File: src/rtl/madv_pkg.sv
// Shared types and constants for the MAC accelerator issue-side sequencer.
package madv_pkg;

  typedef enum logic [1:0] {
    LOAD_INPUT  = 2'd0,
    LOAD_WEIGHT = 2'd1,
    EXECUTE     = 2'd2,
    CLEAR       = 2'd3
  } madv_op_e;

  typedef logic [2:0] madv_state_t;

  localparam madv_state_t StIdle = 3'd0;
  localparam madv_state_t StLoad = 3'd1;
  localparam madv_state_t StGap  = 3'd2;
  localparam madv_state_t StExec = 3'd3;
  localparam madv_state_t StResp = 3'd4;

  localparam int unsigned MADV_MAX_ELEMS = 128;
  localparam int unsigned MADV_ID_WIDTH  = 4;

  typedef struct packed {
    madv_op_e                 op;
    logic [31:0]              data;
    logic [2:0]               count;
    logic [MADV_ID_WIDTH-1:0] id;
  } madv_req_t;

endpackage

File: src/rtl/madv_seq.sv
// Turns coprocessor requests into the accelerator load/execute pulse protocol,
// tracks per-bus occupancy and returns one tagged response per request.
module madv_seq
  import madv_pkg::*;
#(
  parameter int unsigned ID_WIDTH  = MADV_ID_WIDTH,
  parameter int unsigned MAX_ELEMS = MADV_MAX_ELEMS,
  parameter int unsigned TIMEOUT   = 16
) (
  input  logic                clk_i,
  input  logic                rst_i,
  input  logic                req_valid_i,
  output logic                req_ready_o,
  input  logic [1:0]          req_op_i,
  input  logic [31:0]         req_data_i,
  input  logic [2:0]          req_count_i,
  input  logic [ID_WIDTH-1:0] req_id_i,
  output logic                acc_data_valid_o,
  output logic [11:0]         acc_data_count_o,
  output logic [31:0]         acc_data_o,
  output logic                acc_is_input_o,
  output logic                acc_is_weight_o,
  output logic                acc_execute_o,
  input  logic                acc_result_valid_i,
  input  logic [31:0]         acc_result_i,
  output logic                resp_valid_o,
  input  logic                resp_ready_i,
  output logic [ID_WIDTH-1:0] resp_id_o,
  output logic [31:0]         resp_data_o,
  output logic                resp_err_o
);

  localparam int unsigned TmoW = (TIMEOUT > 1) ? $clog2(TIMEOUT) : 1;

  madv_state_t     state_q, state_d;
  madv_req_t       req_q, req_d;
  logic [7:0]      cnt_in_q, cnt_in_d;
  logic [7:0]      cnt_wt_q, cnt_wt_d;
  logic [TmoW-1:0] tmo_q, tmo_d;
  logic            req_ready_q, req_ready_d;
  logic            data_valid_q, data_valid_d;
  logic            is_input_q, is_input_d;
  logic            is_weight_q, is_weight_d;
  logic            execute_q, execute_d;
  logic            resp_valid_q, resp_valid_d;
  logic            resp_err_q, resp_err_d;
  logic [31:0]     resp_data_q, resp_data_d;

  madv_op_e   op_in;
  logic [7:0] cnt_sel;
  logic [8:0] cnt_sum;
  logic       count_ok;
  logic       load_ok;

  assign op_in    = madv_op_e'(req_op_i);
  assign cnt_sel  = (op_in == LOAD_INPUT) ? cnt_in_q : cnt_wt_q;
  // One bit of headroom so a full bus plus a new load cannot wrap past the limit.
  assign cnt_sum  = {1'b0, cnt_sel} + {6'b0, req_count_i};
  assign count_ok = (req_count_i != 3'd0) && (req_count_i <= 3'd4);
  assign load_ok  = count_ok && (cnt_sum <= 9'(MAX_ELEMS));

  always_comb begin
    state_d      = state_q;
    req_d        = req_q;
    cnt_in_d     = cnt_in_q;
    cnt_wt_d     = cnt_wt_q;
    tmo_d        = tmo_q;
    req_ready_d  = req_ready_q;
    data_valid_d = 1'b0;
    is_input_d   = 1'b0;
    is_weight_d  = 1'b0;
    execute_d    = execute_q;
    resp_valid_d = resp_valid_q;
    resp_err_d   = resp_err_q;
    resp_data_d  = resp_data_q;

    case (state_q)
      StIdle: begin
        if (req_valid_i) begin
          req_d.op    = op_in;
          req_d.id    = MADV_ID_WIDTH'(req_id_i);
          req_ready_d = 1'b0;
          resp_data_d = '0;
          resp_err_d  = 1'b0;
          unique case (op_in)
            LOAD_INPUT, LOAD_WEIGHT: begin
              if (load_ok) begin
                // Data/count only move on a real strobe so the bus holds otherwise.
                req_d.data   = req_data_i;
                req_d.count  = req_count_i;
                data_valid_d = 1'b1;
                is_input_d   = (op_in == LOAD_INPUT);
                is_weight_d  = (op_in == LOAD_WEIGHT);
                state_d      = StLoad;
              end else begin
                resp_valid_d = 1'b1;
                resp_err_d   = 1'b1;
                state_d      = StResp;
              end
            end
            EXECUTE: begin
              if ((cnt_in_q == 8'd0) || (cnt_in_q != cnt_wt_q)) begin
                resp_valid_d = 1'b1;
                resp_err_d   = 1'b1;
                state_d      = StResp;
              end else begin
                execute_d = 1'b1;
                tmo_d     = '0;
                state_d   = StExec;
              end
            end
            CLEAR: begin
              cnt_in_d     = '0;
              cnt_wt_d     = '0;
              resp_valid_d = 1'b1;
              state_d      = StResp;
            end
          endcase
        end
      end
      StLoad: begin
        if (req_q.op == LOAD_INPUT) begin
          cnt_in_d = cnt_in_q + {5'b0, req_q.count};
        end else begin
          cnt_wt_d = cnt_wt_q + {5'b0, req_q.count};
        end
        state_d = StGap;
      end
      StGap: begin
        resp_valid_d = 1'b1;
        resp_err_d   = 1'b0;
        resp_data_d  = '0;
        state_d      = StResp;
      end
      StExec: begin
        // A result arriving on the timeout cycle still counts as success.
        if (acc_result_valid_i) begin
          execute_d    = 1'b0;
          cnt_in_d     = '0;
          cnt_wt_d     = '0;
          tmo_d        = '0;
          resp_valid_d = 1'b1;
          resp_err_d   = 1'b0;
          resp_data_d  = acc_result_i;
          state_d      = StResp;
        end else if (tmo_q == TmoW'(TIMEOUT - 1)) begin
          execute_d    = 1'b0;
          cnt_in_d     = '0;
          cnt_wt_d     = '0;
          tmo_d        = '0;
          resp_valid_d = 1'b1;
          resp_err_d   = 1'b1;
          resp_data_d  = '0;
          state_d      = StResp;
        end else begin
          tmo_d = tmo_q + 1'b1;
        end
      end
      StResp: begin
        if (resp_ready_i) begin
          resp_valid_d = 1'b0;
          req_ready_d  = 1'b1;
          state_d      = StIdle;
        end
      end
      default: begin
        execute_d    = 1'b0;
        resp_valid_d = 1'b0;
        req_ready_d  = 1'b1;
        state_d      = StIdle;
      end
    endcase
  end

  always_ff @(posedge clk_i or posedge rst_i) begin
    if (rst_i) begin
      state_q      <= StIdle;
      req_q        <= '0;
      cnt_in_q     <= '0;
      cnt_wt_q     <= '0;
      tmo_q        <= '0;
      req_ready_q  <= 1'b1;
      data_valid_q <= 1'b0;
      is_input_q   <= 1'b0;
      is_weight_q  <= 1'b0;
      execute_q    <= 1'b0;
      resp_valid_q <= 1'b0;
      resp_err_q   <= 1'b0;
      resp_data_q  <= '0;
    end else begin
      state_q      <= state_d;
      req_q        <= req_d;
      cnt_in_q     <= cnt_in_d;
      cnt_wt_q     <= cnt_wt_d;
      tmo_q        <= tmo_d;
      req_ready_q  <= req_ready_d;
      data_valid_q <= data_valid_d;
      is_input_q   <= is_input_d;
      is_weight_q  <= is_weight_d;
      execute_q    <= execute_d;
      resp_valid_q <= resp_valid_d;
      resp_err_q   <= resp_err_d;
      resp_data_q  <= resp_data_d;
    end
  end

  assign req_ready_o      = req_ready_q;
  assign acc_data_valid_o = data_valid_q;
  assign acc_data_count_o = {9'b0, req_q.count};
  assign acc_data_o       = req_q.data;
  assign acc_is_input_o   = is_input_q;
  assign acc_is_weight_o  = is_weight_q;
  assign acc_execute_o    = execute_q;
  assign resp_valid_o     = resp_valid_q;
  assign resp_id_o        = ID_WIDTH'(req_q.id);
  assign resp_data_o      = resp_data_q;
  assign resp_err_o       = resp_err_q;

endmodule

File: config.mk
export PLATFORM = sky130hd
export DESIGN_NAME = madv_seq
export DESIGN_NICKNAME = d
export VERILOG_FILES = /design/src/rtl/madv_pkg.sv /design/src/rtl/madv_seq.sv
export SDC_FILE = /design/constraint.sdc
export NUM_CORES = 1
export LEC_CHECK = 0
export ABC_AREA = 0
export BUFFER_PORTS_ARGS = -buffer_cell sky130_fd_sc_hd__buf_2
export CELL_PAD_IN_SITES_DETAIL_PLACEMENT = 2
export CELL_PAD_IN_SITES_GLOBAL_PLACEMENT = 2
export CORE_MARGIN = 2
export CORE_UTILIZATION = 35
export CTS_CLUSTER_SIZE = 10
export DETAILED_ROUTE_END_ITERATION = 6
export PLACE_DENSITY_LB_ADDON = 0.1
export REMOVE_ABC_BUFFERS = 1
export SLEW_MARGIN = 20
export SYNTH_ARGS = -nofsm -noshare
export SYNTH_HDL_FRONTEND = slang
export SYNTH_SLANG_ARGS = --single-unit
File: constraint.sdc
create_clock -name clk_i -period 6.6 [get_ports clk_i]
set_input_delay 1.32 -clock clk_i [delete_from_list [all_inputs] [get_ports clk_i]]
set_output_delay 1.32 -clock clk_i [all_outputs]
set_load 0.005 [all_outputs]
* Yosys cells after proc, flatten, opt, wreduce, memory -nomap -nowiden
Cells that the tools add are included.
Cells by class: add/subtract/negate cells 4, $lt $le $gt $ge 2, equal/unequal tests 19, multiplexer cells 62, bitwise operators 3, reduce and logical (&&, ||, !) cells 24
Operators by type and width (count):
- 32-bit 2-to-1 mux | 3
- 32-bit case mux with 3 select lines | 1
- 8-bit 2-to-1 mux | 7
- 8-bit case mux with 3 select lines | 2
- 1-bit 2-to-1 mux | 29
- 4-bit 2-to-1 mux | 5
- 3-bit 2-to-1 mux | 6
- 8-bit by 3-bit adder with 8-bit output | 2
- 3-bit case mux with 5 select lines | 1
- 5-bit AND reduction | 3
- 1-bit case mux with 3 select lines | 4
- 2-bit inequality test (second input constant) | 5
- 8-bit by 3-bit adder with 9-bit output | 1
- 9-bit by 8-bit <= comparator with 1-bit output (second input constant) | 1
- 3-bit inequality test (second input constant) | 3
- 3-bit case mux with 3 select lines | 1
- 3-bit AND reduction | 3
- 3-bit nonzero test | 3
- 8-bit zero test | 1
- 8-bit inequality test | 1
- 4-bit case mux with 2 select lines | 1
- 4-bit AND reduction | 2
- 3-bit by 2-bit == test with 1-bit output (second input constant) | 2
- 6-bit AND reduction | 1
- 19 further kinds | 26
Word-level totals: register bits after elaboration 103, output and inout port bits 87

* Logic depth before layout (Yosys ltp)
Gate-level depths: netlist (run 1).
depth after elaboration 9, mapped depth 13, gate-level depth less buffers 11

* Worst setup path before layout (run 1)
No wires, ideal clock.
path kind input -> register, start input req_op_i[0], end register req_q (netlist bit acc_data_count_o[0]), setup time 0.125 ns, arrival 3.982 ns, data required time 6.475 ns, slack 2.493 ns, stages on the path 12, cells stage by stage nor2_4 buf_6 mux2_2 ha_1 and3_1 a211oi_1 or4_1 and3_1 buf_2 nor3_4 buf_6 mux2_4
Between the ends: word-level cells in the longest chain between the ends 6, elaborated cells between the ends (all ways) 8
Ends and longest elaborated chain:
- start, declared | RTL line madv_seq.sv:14 | input logic [1:0] req_op_i,
- 2-bit zero test | RTL line madv_seq.sv:56, madv_seq.sv:85
- 8-bit 2-to-1 mux | RTL line madv_seq.sv:56 | assign cnt_sel = (op_in == LOAD_INPUT) ? cnt_in_q : cnt_wt_q;
- 8-bit by 3-bit adder with 9-bit output | RTL line madv_seq.sv:58 | assign cnt_sum = {1'b0, cnt_sel} + {6'b0, req_count_i};
- 9-bit by 8-bit <= comparator with 1-bit output | RTL line madv_seq.sv:60 | assign load_ok = count_ok && (cnt_sum <= 9'(MAX_ELEMS));
- 1-bit logical AND | RTL line madv_seq.sv:60
- 4-bit AND reduction (no source line) (*)
- end signal, assigned | RTL line madv_seq.sv:192 | req_q <= req_d;
- end, declared | RTL line madv_seq.sv:36 | madv_req_t req_q, req_d;
Mark *: on every way between the ends. The rest lies on a longest branch, timed or not. A chain may end at the register's enable or synchronous reset.

* Worst setup path after layout (run 1)
start input req_op_i[0], end register req_q (netlist bit acc_data_o[22])
Same word-level chain as after synthesis.

==> reports/summary.txt, run 1 <==
Status - finished, final reports clean
Die Span X - 127 um
CP required - 6.83 ns
# rows - 44
Hold_buf cts - 0
Post-DR wirelength/cell - 20.0 um
Top-area cell type share of the netlist area - 48.5%
Synthesized area - 0.00526 mm2
Flop-to-flop setup slack - 3.32 ns
Clock transition at path regs - 0.07 ns
DR iter-0 viols - 83
Distinct cell type count after synthesis - 56
CP arrival - 4.58 ns
Fillers - 1540
I/O pin count - 165
LEAKAGE - 3.15 nW
Switching pwr - 0.000840 W
Final Routed Wirelength - 14.8 mm
Switching Share - 34.9%
Final Max Tran Viols - 0
Internal power - 0.00157 W
CTS Buf Count - 9
Final setup vio count - 0
GRT Util Overall - 18.9%
Root Buffer - clkbuf_16
Reg2reg path depth - 9
Hold Path Sink - resp_err_o$_DFFE_PP0P_
Prevailing post-synth register cell - dfrtp_1
Crit Path Category - input pin to register
Cells after Synth - 440
DR pass1 iterations - 4
Tightest Hold Check Type - register to register
Largest delay share family, worst path - simple AND/OR/NAND/NOR gates
Synth area leader - dfrtp_1
Min cycle time layout - 4.35 ns
Slew at the pin with the worst max-slew slack - 0.862 ns
Unrepaired setup endpoints after global routing - no
Reg2reg start - cnt_in_q[2]$_DFFE_PP0P_
Hold path start - resp_err_o$_DFFE_PP0P_
Largest cells by area after synthesis - dfrtp_1, mux2_4, buf_4, a22o_1, mux2_2
Worst setup EP type - register
Worst skew pair latency - 0.35 ns
Cts repair resizes - 0
CTS tree - built
Final Cycle Share - 65.9%
Most common cell after layout, fill and taps aside - buf_2
Crit path cell chain - buf_2 -> nor2_4 -> mux2_2 -> ha_1 -> and3_1 -> a211oi_1 -> or4_1 -> and3_1 -> nor3_4 -> buf_4 -> mux2_2
FMAX - 230 MHz
Final Hold Viols - 0
Crit-path slowest cell - buf_4
Global-route wire length before repair - 23.6 mm
Clk sink count - 103
Crit path buf inv count - 2
Max-Cap Viols - 0
H-Tree Level Count - 3
# DRC - 0
Final-stage net count - 642
Via density - 5.19
Port Buffer Count - 155
Clock power frac - 23.4%
Initial antenna violation count - 1
Global placement routability congestion - 0.752
Worst Hold Path Cells - 2
Antenna violation net count after detailed routing - 0
Clock Path Buffers - 2
Layout area overhead - 17.6%
Crit-path max FO - 35
Startpoint types - input pin
R2R Path End - acc_data_o[22]$_DFFE_PP0P_
Synth warnings - 0
Post-DP HPWL - 10.9 mm
Die Span Y - 127 um
Commonest non-fill, non-tap cells in the layout - buf_2, dfrtp_1, a22o_1
Yosys reg bits - 103
Reg power frac - 40.7%
Post-placement setup slack - 1.87 ns
Final WS setup - 2.25 ns
Post-synth EDFFs - 0
CP peak stage delay - 0.54 ns
Comb pwr share - 35.9%
Peak supply drop - 0.151 mV
Fin util - 42.4%
Initial Util - 36.1%
Post-synthesis average cell area - 12.0 um2
Layout cell share with drive strength beyond 1 - 41.8%
Via count - 3838
Pwr/cell area - 389 mW/mm2
Post-synthesis sequential area ratio - 49.0%
Die footprint - 0.0160 mm2
Hold slack final - 0.498 ns
Rel. slew slack - 41.8%
Global route overflow - 0
Total setup buffers inserted after CTS - 0
Setup TNS - 0 ns
Clk_skew - 0.00971 ns
Async SR Flop Fraction - 100%
Largest net degree at the start of global routing - 54
Core area - 0.0146 mm2
Vias in the first global route - 4189
## stage by stage
stage / total power [W] / instance area [um2] / instances
finish: 0.00241 / 6190 / 740
detailed placement: 0.00186 / 5870 / 723
global route: 0.00257 / 6190 / 740
global placement: 0.00181 / 5870 / 723
CTS: 0.00245 / 6180 / 739
floorplan: 0.00149 / 4820 / 380
## power by group through the flow
stage | registers [W] | clock network (W) | logic, W
CTS | 0.000981 | 0.000589 | 0.000882
global route | 0.00101 | 0.000611 | 0.000954
floorplan | 0.000958 | 0 | 0.000530
finish | 0.000979 | 0.000563 | 0.000865
global placement | 0.000978 | 0 | 0.000832
detailed placement | 0.000991 | 0 | 0.000873
## cells by family after synthesis
| kind of cell | after synthesis | synth area share (%) |
|---|---|---|
| flops | 103 | 49.0 |
| simple gates | 94 | 9.73 |
| compound gates | 85 | 12.3 |
| buf+inv | 75 | 9.37 |
| mux | 48 | 12.4 |
| xor+xnor | 20 | 3.33 |
| fa+ha+maj | 14 | 3.76 |
| other cells | 1 | 0.0713 |
## registers in the layout, indices dropped and copies added, names as in the netlist
name / cells
acc_data_o: 32
resp_data_o: 32
cnt_in_q: 8
cnt_wt_q: 8
resp_id_o: 4
tmo_q: 4
acc_data_count_o: 3
state_q: 3
req_q: 2
acc_data_valid_o: 1
acc_execute_o: 1
acc_is_input_o: 1
acc_is_weight_o: 1
req_ready_o: 1
resp_err_o: 1
resp_valid_o: 1
## cell type report
| cell class | count | area, um2 | share of cell area [%] |
|---|---|---|---|
| clock buffers | 10 | 239 | 3.86 |
| flip-flops and latches | 103 | 2580 | 41.7 |
| well taps | 184 | 230 | 3.72 |
| repair buffers | 159 | 806 | 13.0 |
| inverters | 7 | 28.8 | 0.465 |
| diodes | 1 | 2.50 | 0.0405 |
| clock inverters | 6 | 77.6 | 1.25 |
| multi-input cells | 270 | 2220 | 35.9 |
## routing by layer
layer / wire length, um / up-vias / part of all wire [%] / global-route usage, %
met5: 0 / - / 0 / 0
met3: 616 / 17 / 4.2 / 3.08
met2: 7680 / 116 / 52 / 32.8
met1: 6160 / 1970 / 42 / 23.5
met4: 329 / 0 / 2.2 / 7.43
li1: - / 1735 / - / -
## cells in the mapped netlist (all sizes together) (4+ instances only)
library cell  count
dfrtp           102
buf              53
mux2             46
a22o             37
nor2             21
nand2            16
clkbuf           15
nor3             13
o21ai            12
a21oi            11
ha               11
xnor2            10
xor2             10
inv               7
a21o              6
nand3             6
nor4              6
and3              5
or3               4
## how the worst max path moves through the flow
stage / end / cells past startpoint / start
3_3_place_gp: acc_data_o[24]$_DFFE_PP0P_ / 11 / req_op_i[0]
2_1_floorplan: acc_data_o[22]$_DFFE_PP0P_ / 9 / req_op_i[0]
6_report: acc_data_o[22]$_DFFE_PP0P_ / 11 / req_op_i[0]
5_1_grt: acc_data_o[22]$_DFFE_PP0P_ / 13 / req_op_i[0]
3_5_place_dp: acc_data_o[22]$_DFFE_PP0P_ / 11 / req_op_i[0]
4_1_cts: acc_data_o[22]$_DFFE_PP0P_ / 11 / req_op_i[0]
## worst register-to-register path, cell delays in order (launching register included)
cell and delay, ns:
dfrtp_1 0.44, mux2_2 0.32, ha_1 0.32, and3_1 0.16, a211oi_1 0.07, or4_1 0.50
and3_1 0.25, nor3_4 0.12, buf_4 0.54, mux2_2 0.44
Power figures use the tool's default switching activity.
==> run 2, diff against run 1 <==
--- a/config.mk
+++ b/config.mk
@@ -10,7 +10,7 @@
 export CELL_PAD_IN_SITES_DETAIL_PLACEMENT = 2
 export CELL_PAD_IN_SITES_GLOBAL_PLACEMENT = 2
 export CORE_MARGIN = 2
-export CORE_UTILIZATION = 35
+export CORE_UTILIZATION = 29
 export CTS_CLUSTER_SIZE = 10
 export DETAILED_ROUTE_END_ITERATION = 6
 export PLACE_DENSITY_LB_ADDON = 0.1
==> constraint.sdc (replaced) <==
create_clock -name clk_i -period 3.7 [get_ports clk_i]
set_input_delay 0.74 -clock clk_i [delete_from_list [all_inputs] [get_ports clk_i]]
set_output_delay 0.74 -clock clk_i [all_outputs]
set_load 0.005 [all_outputs]
==> reports/summary.txt, run 2 (synthesis gave the netlist of run 1 again) <==
Status - finished, final reports clean
CTS tree - built
Post-DR wirelength/cell - 19.7 um (-1.6%)
Final-stage net count - 651 (+1.4%)
Final Max Tran Viols - 0 (unchanged)
Tightest Hold Check Type - input pin to async pin
Worst setup EP type - register
Most common cell after layout, fill and taps aside - buf_2
Final Cycle Share - 88.5%
Rel. slew slack - 46.6% (+4.9 points)
Global-route wire length before repair - 25.4 mm (+7.6%)
DR iter-0 viols - 91 (+9.6%)
Met3 Usage GRT - 3.18% (+0.098 points)
Finished Layout Cells - 794 (+7.3%)
Root Buffer - clkbuf_16
Die Span X - 139 um (+9.5%)
GRT Util Overall - 16.7% (-2.1 points)
Setup TNS - 0 ns (unchanged)
# DRC - 0 (unchanged)
Initial Util - 29.4% (-6.7 points)
Clock Path Buffers - 2 (unchanged)
Via count - 3845 (+0.18%)
Startpoint types - input pin
Met1 Use GR - 21.3% (-2.2 points)
FMAX - 305 MHz
Vias in the first global route - 4322 (+3.2%)
LEAKAGE - 3.19 nW (+1.2%)
Slew at the pin with the worst max-slew slack - 0.799 ns (-0.0628 ns)
Via density - 4.84 (-6.6%)
Layout area overhead - 20.1%
Core area - 0.0179 mm2 (+23%)
Global placement routability congestion - 0.805 (+7.2%)
Global-route track usage on met2 - 28.2% (-4.6 points)
CP required - 3.95 ns (-2.88 ns)
Final setup vio count - 0 (unchanged)
Die footprint - 0.0192 mm2 (+20%)
Clk sink count - 103 (unchanged)
Largest net degree at the start of global routing - 83 (+54%)
I/O pin count - 165 (unchanged)
Peak supply drop - 0.245 mV (+62%)
CTS Buf Count - 9 (unchanged)
Antenna violation net count after detailed routing - 0 (unchanged)
Clk_skew - 0.00875 ns (-0.000959 ns)
Die Span Y - 139 um (+9.5%)
Global route overflow - 0 (unchanged)
Final Routed Wirelength - 15.6 mm (+5.6%)
Unrepaired setup endpoints after global routing - no
Port Buffer Count - 155 (unchanged)
CP arrival - 3.52 ns (-1.06 ns)
Post-DP HPWL - 11.7 mm (+7.5%)
DR pass1 iterations - 4 (unchanged)
# rows - 49 (+11%)
Hold_buf cts - 0 (unchanged)
Clock transition at path regs - 0.08 ns (about the same)
Cts repair resizes - 0 (unchanged)
Layout cell share with drive strength beyond 1 - 42.6% (+0.83 points)
Hold slack final - 0.332 ns (-0.166 ns)
Min cycle time layout - 3.27 ns
Final Hold Viols - 0 (unchanged)
GRT busiest layer - met2
Dpl cells - 777 (+7.5%)
Worst skew pair latency - 0.36 ns (about the same)
Commonest non-fill, non-tap cells in the layout - buf_2, dfrtp_1, a22o_1
Max-Cap Viols - 0 (unchanged)
Crit-path max FO - 27 (-23%)
H-Tree Level Count - 3 (unchanged)
Crit Path Category - input pin to register
Total setup buffers inserted after CTS - 0 (unchanged)
Initial antenna violation count - 2 (+1)
Pwr/cell area - 683 mW/mm2 (+76%)
==> run 2: changes by cell type in the layout (fill, tap and decap cells not counted), sizes merged <==
cell | previous run | this run
clkinv | 2 | 1
clkbuf | 10 | 9
diode | 1 | 2
clkinvlp | 1 | 2
buf | 159 | 168
==> run 2: layer usage <==
layer	part of all wire, %	vias up
met1	44	1959
met2	50	106
li1	-	1752
met3	3.7	28
met4	2.9	0
met5	0	-
==> run 2: worst max-delay path, cell delays in order <==
cell and delay, ns:
buf_2 0.12, nor2_4 0.17, mux2_2 0.37, ha_1 0.31, and3_1 0.17, a211oi_1 0.07
or4_1 0.52, and3_1 0.22, nor3_4 0.19, buf_12 0.25, mux2_2 0.37
==> run 2: metrics by stage <==
step	cell area (um2)	setup WS, ns	power (W)	util (%)
after floorplan	4820	-0.655	0.00265	-
after global placement	6010	0.121	0.00329	33.6
after detailed placement	6020	0.0155	0.00338	33.6
after CTS	6310	0.394	0.00440	35.3
after global routing	6320	0.227	0.00463	35.3
final	6320	0.426	0.00432	35.3
==> run 2: cell type report <==
| class | instances | area [um2] |
|---|---|---|
| fillers | 1918 | 11600 |
| multi-input cells | 270 | 2220 |
| well taps | 229 | 287 |
| diodes | 2 | 5.00 |
| inverters | 7 | 28.8 |
| clock buffers | 9 | 225 |
| repair buffers | 168 | 898 |
| clock inverters | 6 | 70.1 |
| flip-flops and latches | 103 | 2580 |
==> run 2: final timing paths <==
| check | start | to | slack [ns] | cells after the start |
|---|---|---|---|---|
| worst max register to register | cnt_in_q[0]$_DFFE_PP0P_ | acc_data_o[24]$_DFFE_PP0P_ | 0.69 | 11 |
| worst min-delay path | rst_i | resp_data_o[24]$_DFFE_PP0P_ | 0.33 | 2 |
| worst max-delay path | req_op_i[0] | acc_data_o[24]$_DFFE_PP0P_ | 0.43 | 11 |
| worst min register to register | resp_err_o$_DFFE_PP0P_ | resp_err_o$_DFFE_PP0P_ | 0.50 | 2 |
| max in group asynchronous | rst_i | cnt_wt_q[7]$_DFFE_PP0P_ | 2.60 | 3 |
| min in group clk_i | resp_err_o$_DFFE_PP0P_ | resp_err_o$_DFFE_PP0P_ | 0.50 | 2 |
==> run 2: report_power, final <==
group | switching, W | leakage [nW] | total (W) | internal [W]
Sequential | 0.000305 | 1.34 | 0.00175 | 0.00144
Clock | 0.000458 | 0.140 | 0.000986 | 0.000528
Combinational | 0.000761 | 1.71 | 0.00158 | 0.000821
